<file path="src/rtl/ysyx_23060236_ifu_fetch_pkg.sv">
// Shared widths and reset vector for the instruction-fetch path.
package ysyx_23060236_ifu_fetch_pkg;

    localparam int ADDR_LEN = 32;
    localparam int DATA_LEN = 32;

    // Boot address of the core.
    localparam logic [ADDR_LEN-1:0] RESET_PC = 32'h3000_0000;

    // Read response code for a clean transfer; anything else is a fault.
    localparam logic [1:0] RESP_OKAY = 2'b00;

    // Instructions are word aligned, so the low two address bits are always zero.
    function automatic logic [ADDR_LEN-1:0] word_align(input logic [ADDR_LEN-1:0] addr);
        return {addr[ADDR_LEN-1:2], 2'b00};
    endfunction

endpackage

</file>
<file path="src/rtl/ysyx_23060236_ifu_fetch.sv">
// Instruction fetch unit: issues one read per instruction, waits for the
// response, hands it to the decoder, and follows BTB predictions and EXU
// redirects. Responses belonging to a request that was overtaken by a
// redirect are drained and dropped.
module ysyx_23060236_ifu_fetch
    import ysyx_23060236_ifu_fetch_pkg::ADDR_LEN,
           ysyx_23060236_ifu_fetch_pkg::DATA_LEN,
           ysyx_23060236_ifu_fetch_pkg::RESP_OKAY,
           ysyx_23060236_ifu_fetch_pkg::word_align;
#(
    parameter logic [ADDR_LEN-1:0] RESET_PC = ysyx_23060236_ifu_fetch_pkg::RESET_PC
) (
    input  logic                clock,
    input  logic                reset,

    output logic [ADDR_LEN-1:0] btb_araddr,
    input  logic [ADDR_LEN-1:0] btb_rdata,

    output logic                ifu_arvalid,
    output logic [ADDR_LEN-1:0] ifu_araddr,
    input  logic                ifu_arready,

    input  logic                ifu_rvalid,
    input  logic [DATA_LEN-1:0] ifu_rdata,
    input  logic [1:0]          ifu_rresp,
    output logic                ifu_rready,

    output logic                inst_valid,
    input  logic                inst_ready,
    output logic [DATA_LEN-1:0] inst,
    output logic [ADDR_LEN-1:0] inst_pc,
    output logic [ADDR_LEN-1:0] inst_pred_pc,
    output logic                inst_fault,

    input  logic                redirect_valid,
    input  logic [ADDR_LEN-1:0] redirect_pc
);

    typedef enum logic [2:0] {
        S_IDLE,
        S_REQ,
        S_WAIT,
        S_HOLD,
        S_DRAIN
    } state_e;

    state_e              state_q,    state_d;
    logic [ADDR_LEN-1:0] pc_q,       pc_d;
    logic [ADDR_LEN-1:0] pred_pc_q,  pred_pc_d;
    logic [ADDR_LEN-1:0] araddr_q,   araddr_d;    // address of a request held across cycles
    logic [ADDR_LEN-1:0] fetch_pc_q, fetch_pc_d;  // address of the accepted request
    logic [DATA_LEN-1:0] inst_q,     inst_d;
    logic                fault_q,    fault_d;
    logic                flush_q,    flush_d;     // outstanding request is stale
    logic                first_q,    first_d;     // arvalid is being raised this cycle

    logic [ADDR_LEN-1:0] redir_pc;
    logic [ADDR_LEN-1:0] req_addr;
    logic                ar_fire;

    assign redir_pc = word_align(redirect_pc);
    // On the first request cycle the address comes straight from pc; after
    // that it is frozen in araddr_q so a redirect cannot disturb it.
    assign req_addr = first_q ? pc_q : araddr_q;
    assign ar_fire  = (state_q == S_REQ) && ifu_arready;

    assign btb_araddr   = pc_q;
    assign ifu_arvalid  = (state_q == S_REQ);
    assign ifu_araddr   = (state_q == S_REQ) ? req_addr : '0;
    assign ifu_rready   = (state_q == S_WAIT) || (state_q == S_DRAIN);
    // A redirect kills the held instruction in the same cycle.
    assign inst_valid   = (state_q == S_HOLD) && !redirect_valid;
    assign inst         = inst_q;
    assign inst_pc      = fetch_pc_q;
    assign inst_pred_pc = pred_pc_q;
    assign inst_fault   = fault_q;

    // Next-state and datapath updates for the fetch sequence.
    always_comb begin
        state_d    = state_q;
        pc_d       = pc_q;
        pred_pc_d  = pred_pc_q;
        araddr_d   = araddr_q;
        fetch_pc_d = fetch_pc_q;
        inst_d     = inst_q;
        fault_d    = fault_q;
        flush_d    = flush_q;
        first_d    = first_q;

        unique case (state_q)
            S_IDLE: begin
                state_d = S_REQ;
                first_d = 1'b1;
                flush_d = 1'b0;
            end

            S_REQ: begin
                first_d  = 1'b0;
                araddr_d = req_addr;
                if (ar_fire) begin
                    fetch_pc_d = req_addr;
                    pred_pc_d  = btb_rdata;
                    if (redirect_valid || flush_q) begin
                        // The response will be for a dead path: swallow it.
                        if (redirect_valid) begin
                            pc_d = redir_pc;
                        end
                        flush_d = 1'b0;
                        state_d = S_DRAIN;
                    end else begin
                        state_d = S_WAIT;
                    end
                end else if (redirect_valid) begin
                    pc_d = redir_pc;
                    if (first_q) begin
                        // Request only just raised: retarget it.
                        araddr_d = redir_pc;
                    end else begin
                        // Address already committed: finish it, then drop it.
                        flush_d = 1'b1;
                    end
                end
            end

            S_WAIT: begin
                if (redirect_valid) begin
                    pc_d = redir_pc;
                    if (ifu_rvalid) begin
                        state_d = S_REQ;
                        first_d = 1'b1;
                    end else begin
                        state_d = S_DRAIN;
                    end
                end else if (ifu_rvalid) begin
                    inst_d  = ifu_rdata;
                    fault_d = (ifu_rresp != RESP_OKAY);
                    state_d = S_HOLD;
                end
            end

            S_HOLD: begin
                if (redirect_valid) begin
                    pc_d    = redir_pc;
                    state_d = S_REQ;
                    first_d = 1'b1;
                end else if (inst_ready) begin
                    pc_d    = word_align(pred_pc_q);
                    state_d = S_REQ;
                    first_d = 1'b1;
                end
            end

            S_DRAIN: begin
                if (redirect_valid) begin
                    pc_d = redir_pc;
                end
                if (ifu_rvalid) begin
                    state_d = S_REQ;
                    first_d = 1'b1;
                end
            end

            default: begin
                state_d = S_IDLE;
            end
        endcase
    end

    // State and datapath registers, cleared asynchronously.
    always_ff @(posedge clock or negedge reset) begin
        if (!reset) begin
            state_q    <= S_IDLE;
            pc_q       <= RESET_PC;
            pred_pc_q  <= '0;
            araddr_q   <= '0;
            fetch_pc_q <= '0;
            inst_q     <= '0;
            fault_q    <= 1'b0;
            flush_q    <= 1'b0;
            first_q    <= 1'b0;
        end else begin
            state_q    <= state_d;
            pc_q       <= pc_d;
            pred_pc_q  <= pred_pc_d;
            araddr_q   <= araddr_d;
            fetch_pc_q <= fetch_pc_d;
            inst_q     <= inst_d;
            fault_q    <= fault_d;
            flush_q    <= flush_d;
            first_q    <= first_d;
        end
    end

endmodule

</file>
<file path="config.mk">
export PLATFORM = sky130hd
export DESIGN_NAME = ysyx_23060236_ifu_fetch
export DESIGN_NICKNAME = d
export VERILOG_FILES = /design/src/rtl/ysyx_23060236_ifu_fetch_pkg.sv /design/src/rtl/ysyx_23060236_ifu_fetch.sv
export SDC_FILE = /design/constraint.sdc
export NUM_CORES = 1
export LEC_CHECK = 0
export CORE_ASPECT_RATIO = 0.9
export CORE_UTILIZATION = 35
export CTS_BUF_LIST = sky130_fd_sc_hd__clkbuf_4 sky130_fd_sc_hd__clkbuf_8
export CTS_CLUSTER_DIAMETER = 200
export DETAILED_ROUTE_END_ITERATION = 8
export PLACE_DENSITY = 0.61
export REMOVE_ABC_BUFFERS = 1
export SYNTH_ARGS = -nofsm -noshare
export SYNTH_HDL_FRONTEND = slang
export SYNTH_SLANG_ARGS = --single-unit
</file>
<file path="constraint.sdc">
create_clock -name clock -period 1.8 [get_ports clock]
set_input_delay 0.18 -clock clock [delete_from_list [all_inputs] [get_ports clock]]
set_output_delay 0.18 -clock clock [all_outputs]
set_load 0.02 [all_outputs]
</file>
==> impl_metrics.json <==
{
  "initial_core_util": 0.356,
  "die_y_um": 140,
  "swShare": 0.423,
  "std_cell_rows": 50,
  "slew_violations": 0,
  "cts.sinks": 164,
  "layout.cells.non_filler": 1293,
  "gp_congestion": 0.810,
  "cp-end-kind": "primary output",
  "hold_path_depth": 3,
  "synthArstFlopShare": 1.00,
  "yosysTopAreaCellShare": 0.548,
  "nNetsFinal": 1098,
  "min_path_type": "input pin to flop",
  "min-delay-start": "btb_rdata[26]",
  "required_ps": 1620,
  "drv_cap": 0,
  "drtIter0Drc": 204,
  "drt-total-wl_mm": 22.3,
  "cts.clk_slew.worst_paths_ps": 100,
  "critPathKind": "flop to primary output",
  "grt_util_all_layers": 0.202,
  "power_density_nw_per_um2": 1910,
  "cts_tree": "built",
  "stdcell_area_um2": 11500,
  "n_fill_cell": 1884,
  "drt-vias-per-instance": 4.71,
  "r2r-end": "btb_araddr[25]",
  "grt_setup_unrepaired": "true",
  "yosysSeqAreaShare": 0.555,
  "synth_seq_cells": 164,
  "p_sw_uw": 9330,
  "synth_area_leaders": "dfrtp_1 (55%), mux2i_1 (12%), nand2_1 (6.8%)",
  "wl_per_cell_um": 17.3,
  "hold_end": "inst_pred_pc[26]",
  "synth_edf_count": 0,
  "netlist.top_cell.by_area": "dfrtp_1",
  "antenna_left": 0,
  "grt_max_degree": 56,
  "finalSetupViolations": 42,
  "min_period_ps": 1940,
  "vias": 6094,
  "worstSetupStartpoint": "state_q[1]",
  "slew_headroom": 0.606,
  "syn_avg_cell_area_um2": 10.6,
  "clockPowerShare": 0.133,
  "yosysWarnings": 0,
  "core-area_um2": 20800,
  "dr.pass1.iters": 4,
  "finClkSkew_ps": 15.6,
  "r2r_cells": 8,
  "top_level_ports": 268,
  "syn-instance-count": 699,
  "htreeDepth": 4,
  "seqPwrFrac": 0.299,
  "final_common_cell": "clkdlybuf4s50_1",
  "utilization": 0.555,
  "hold_viol": 0,
  "insertion_delay_ps": 460,
  "outcome": "finished with violations",
  "synth.distinct_cells": 38,
  "cts_root_buf": "clkbuf_8",
  "grt_pass1_wl_mm": 33.5,
  "n_antenna_cell": 0,
  "dp_slack_ps": -230,
  "drc_errors": 0,
  "violations": "setup timing",
  "ff2ff_setup_slack_ps": -40,
  "antenna_found_initial": 1,
  "power.leakage_uw": 0.00505,
  "area_growth_pct": 55.7,
  "start_kind": "flop",
  "tritoncts.num_buffers": 17,
  "peakVddDrop_mv": 0.880,
  "layout-drive-gt1-share": 0.212,
  "comb_power_share": 0.569,
  "grt_overflow": 0,
  "cp.arrival_ps": 1760,
  "dp.cells": 1249,
  "dp_hpwl_mm": 15.1,
  "tightestPinTransition_ps": 591,
  "ys.flop_type": "dfrtp_1",
  "cp_max_fo": 22,
  "numPortBuffers": 263,
  "dieArea_um2": 21700,
  "r2r_start": "state_q[0]",
  "p_int_uw": 12700,
  "grt_pass1_vias": 5911,
  "synth_area_um2": 7400,
  "fin_ws_ps": -144,
  "layout_common_cells": "clkdlybuf4s50_1 (224), dfrtp_1 (161), nand2_1 (133)",
  "min_period_over_period": 1.08,
  "fmax_mhz": 514,
  "die_x_um": 155,
  "place_area_um2": 10700,
  "clockBufferDepth": 2
}
power groups by stage:
stage	clock [uW]	combinational, uW	sequential (uW)
after floorplan	0	4270	8190
after global placement	0	12100	6500
after detailed placement	0	12100	6570
after CTS	3030	12100	6510
after global routing	3180	13400	6820
final	2930	12500	6580
cell usage after synthesis, types with 2 or more instances:
master and count:
a21oi_1 39, a21oi_2 29, buf_1 3, buf_2 22, buf_4 10, buf_6 6
clkbuf_1 9, dfrtp_1 162, dfstp_2 2, inv_1 3, mux2_1 28, mux2_2 4
mux2i_1 91, nand2_1 133, nand2_2 2, nand2b_1 2, nor2_1 99, nor2b_1 3
o21ai_0 2, o21ai_1 32
logic make-up (layout without fill, tap and decap cells):
family                 Yosys count  count (layout)  synth area share
AOI/OAI and AO/OA              107             107            0.0900
buffers and inverters           55             362            0.0435
DFF                            164             164             0.555
muxes                          123             123             0.172
other                            1               2          0.000507
and+or+nand+nor                249             249             0.139
layout make-up:
| cell class | count | area, um^2 | share of cell area |
|---|---|---|---|
| well taps | 286 | 358 | 0.0311 |
| repair buffers | 325 | 3360 | 0.292 |
| clock buffers | 21 | 283 | 0.0246 |
| inverters | 5 | 28.8 | 0.00250 |
| clock inverters | 11 | 150 | 0.0130 |
| multi-input cells | 481 | 3230 | 0.280 |
| flip-flops and latches | 164 | 4110 | 0.357 |
layer usage:
layer | up-vias | wire length, um | GRT usage
li1 | 2937 | - | -
met1 | 2936 | 9850 | 0.257
met2 | 201 | 10600 | 0.328
met3 | 20 | 1670 | 0.0671
met4 | 0 | 209 | 0.0562
met5 | - | 0 | 0
through the flow:
| stage | hold WS, ps | power, uW | setup TNS, ps |
|---|---|---|---|
| floorplan | -116 | 12500 | -120090 |
| global placement | 199 | 18600 | -12010 |
| detailed placement | 203 | 18700 | -11290 |
| CTS | 199 | 21700 | -4430 |
| global route | 211 | 23400 | -7690 |
| finish | 237 | 22000 | -3680 |
worst max-delay path: stages, from the launching register on:
cell and delay [ps]:
dfrtp_1 390, or3b_4 440, buf_12 180, nor2_2 150
buf_6 130
what timing repair did:
action / 4_1_cts / 5_1_grt
buffers inserted: 7 / 1
gates resized for setup: 194 / 61
cloned: 0 / 3
hold buffers: 1 / 0
hold endpoints to repair: 47 / 0
endpoints found under the setup margin: 107 / 65
pin swaps: 1 / 27
worst max-delay path by stage:
stage	cells after the start	endpoint
after floorplan	4	btb_araddr[10]
after global placement	4	inst_valid
after detailed placement	4	ifu_araddr[25]
after CTS	4	ifu_araddr[18]
after global routing	4	ifu_araddr[23]
final	4	ifu_araddr[8]
Power figures use the tool's default switching activity.
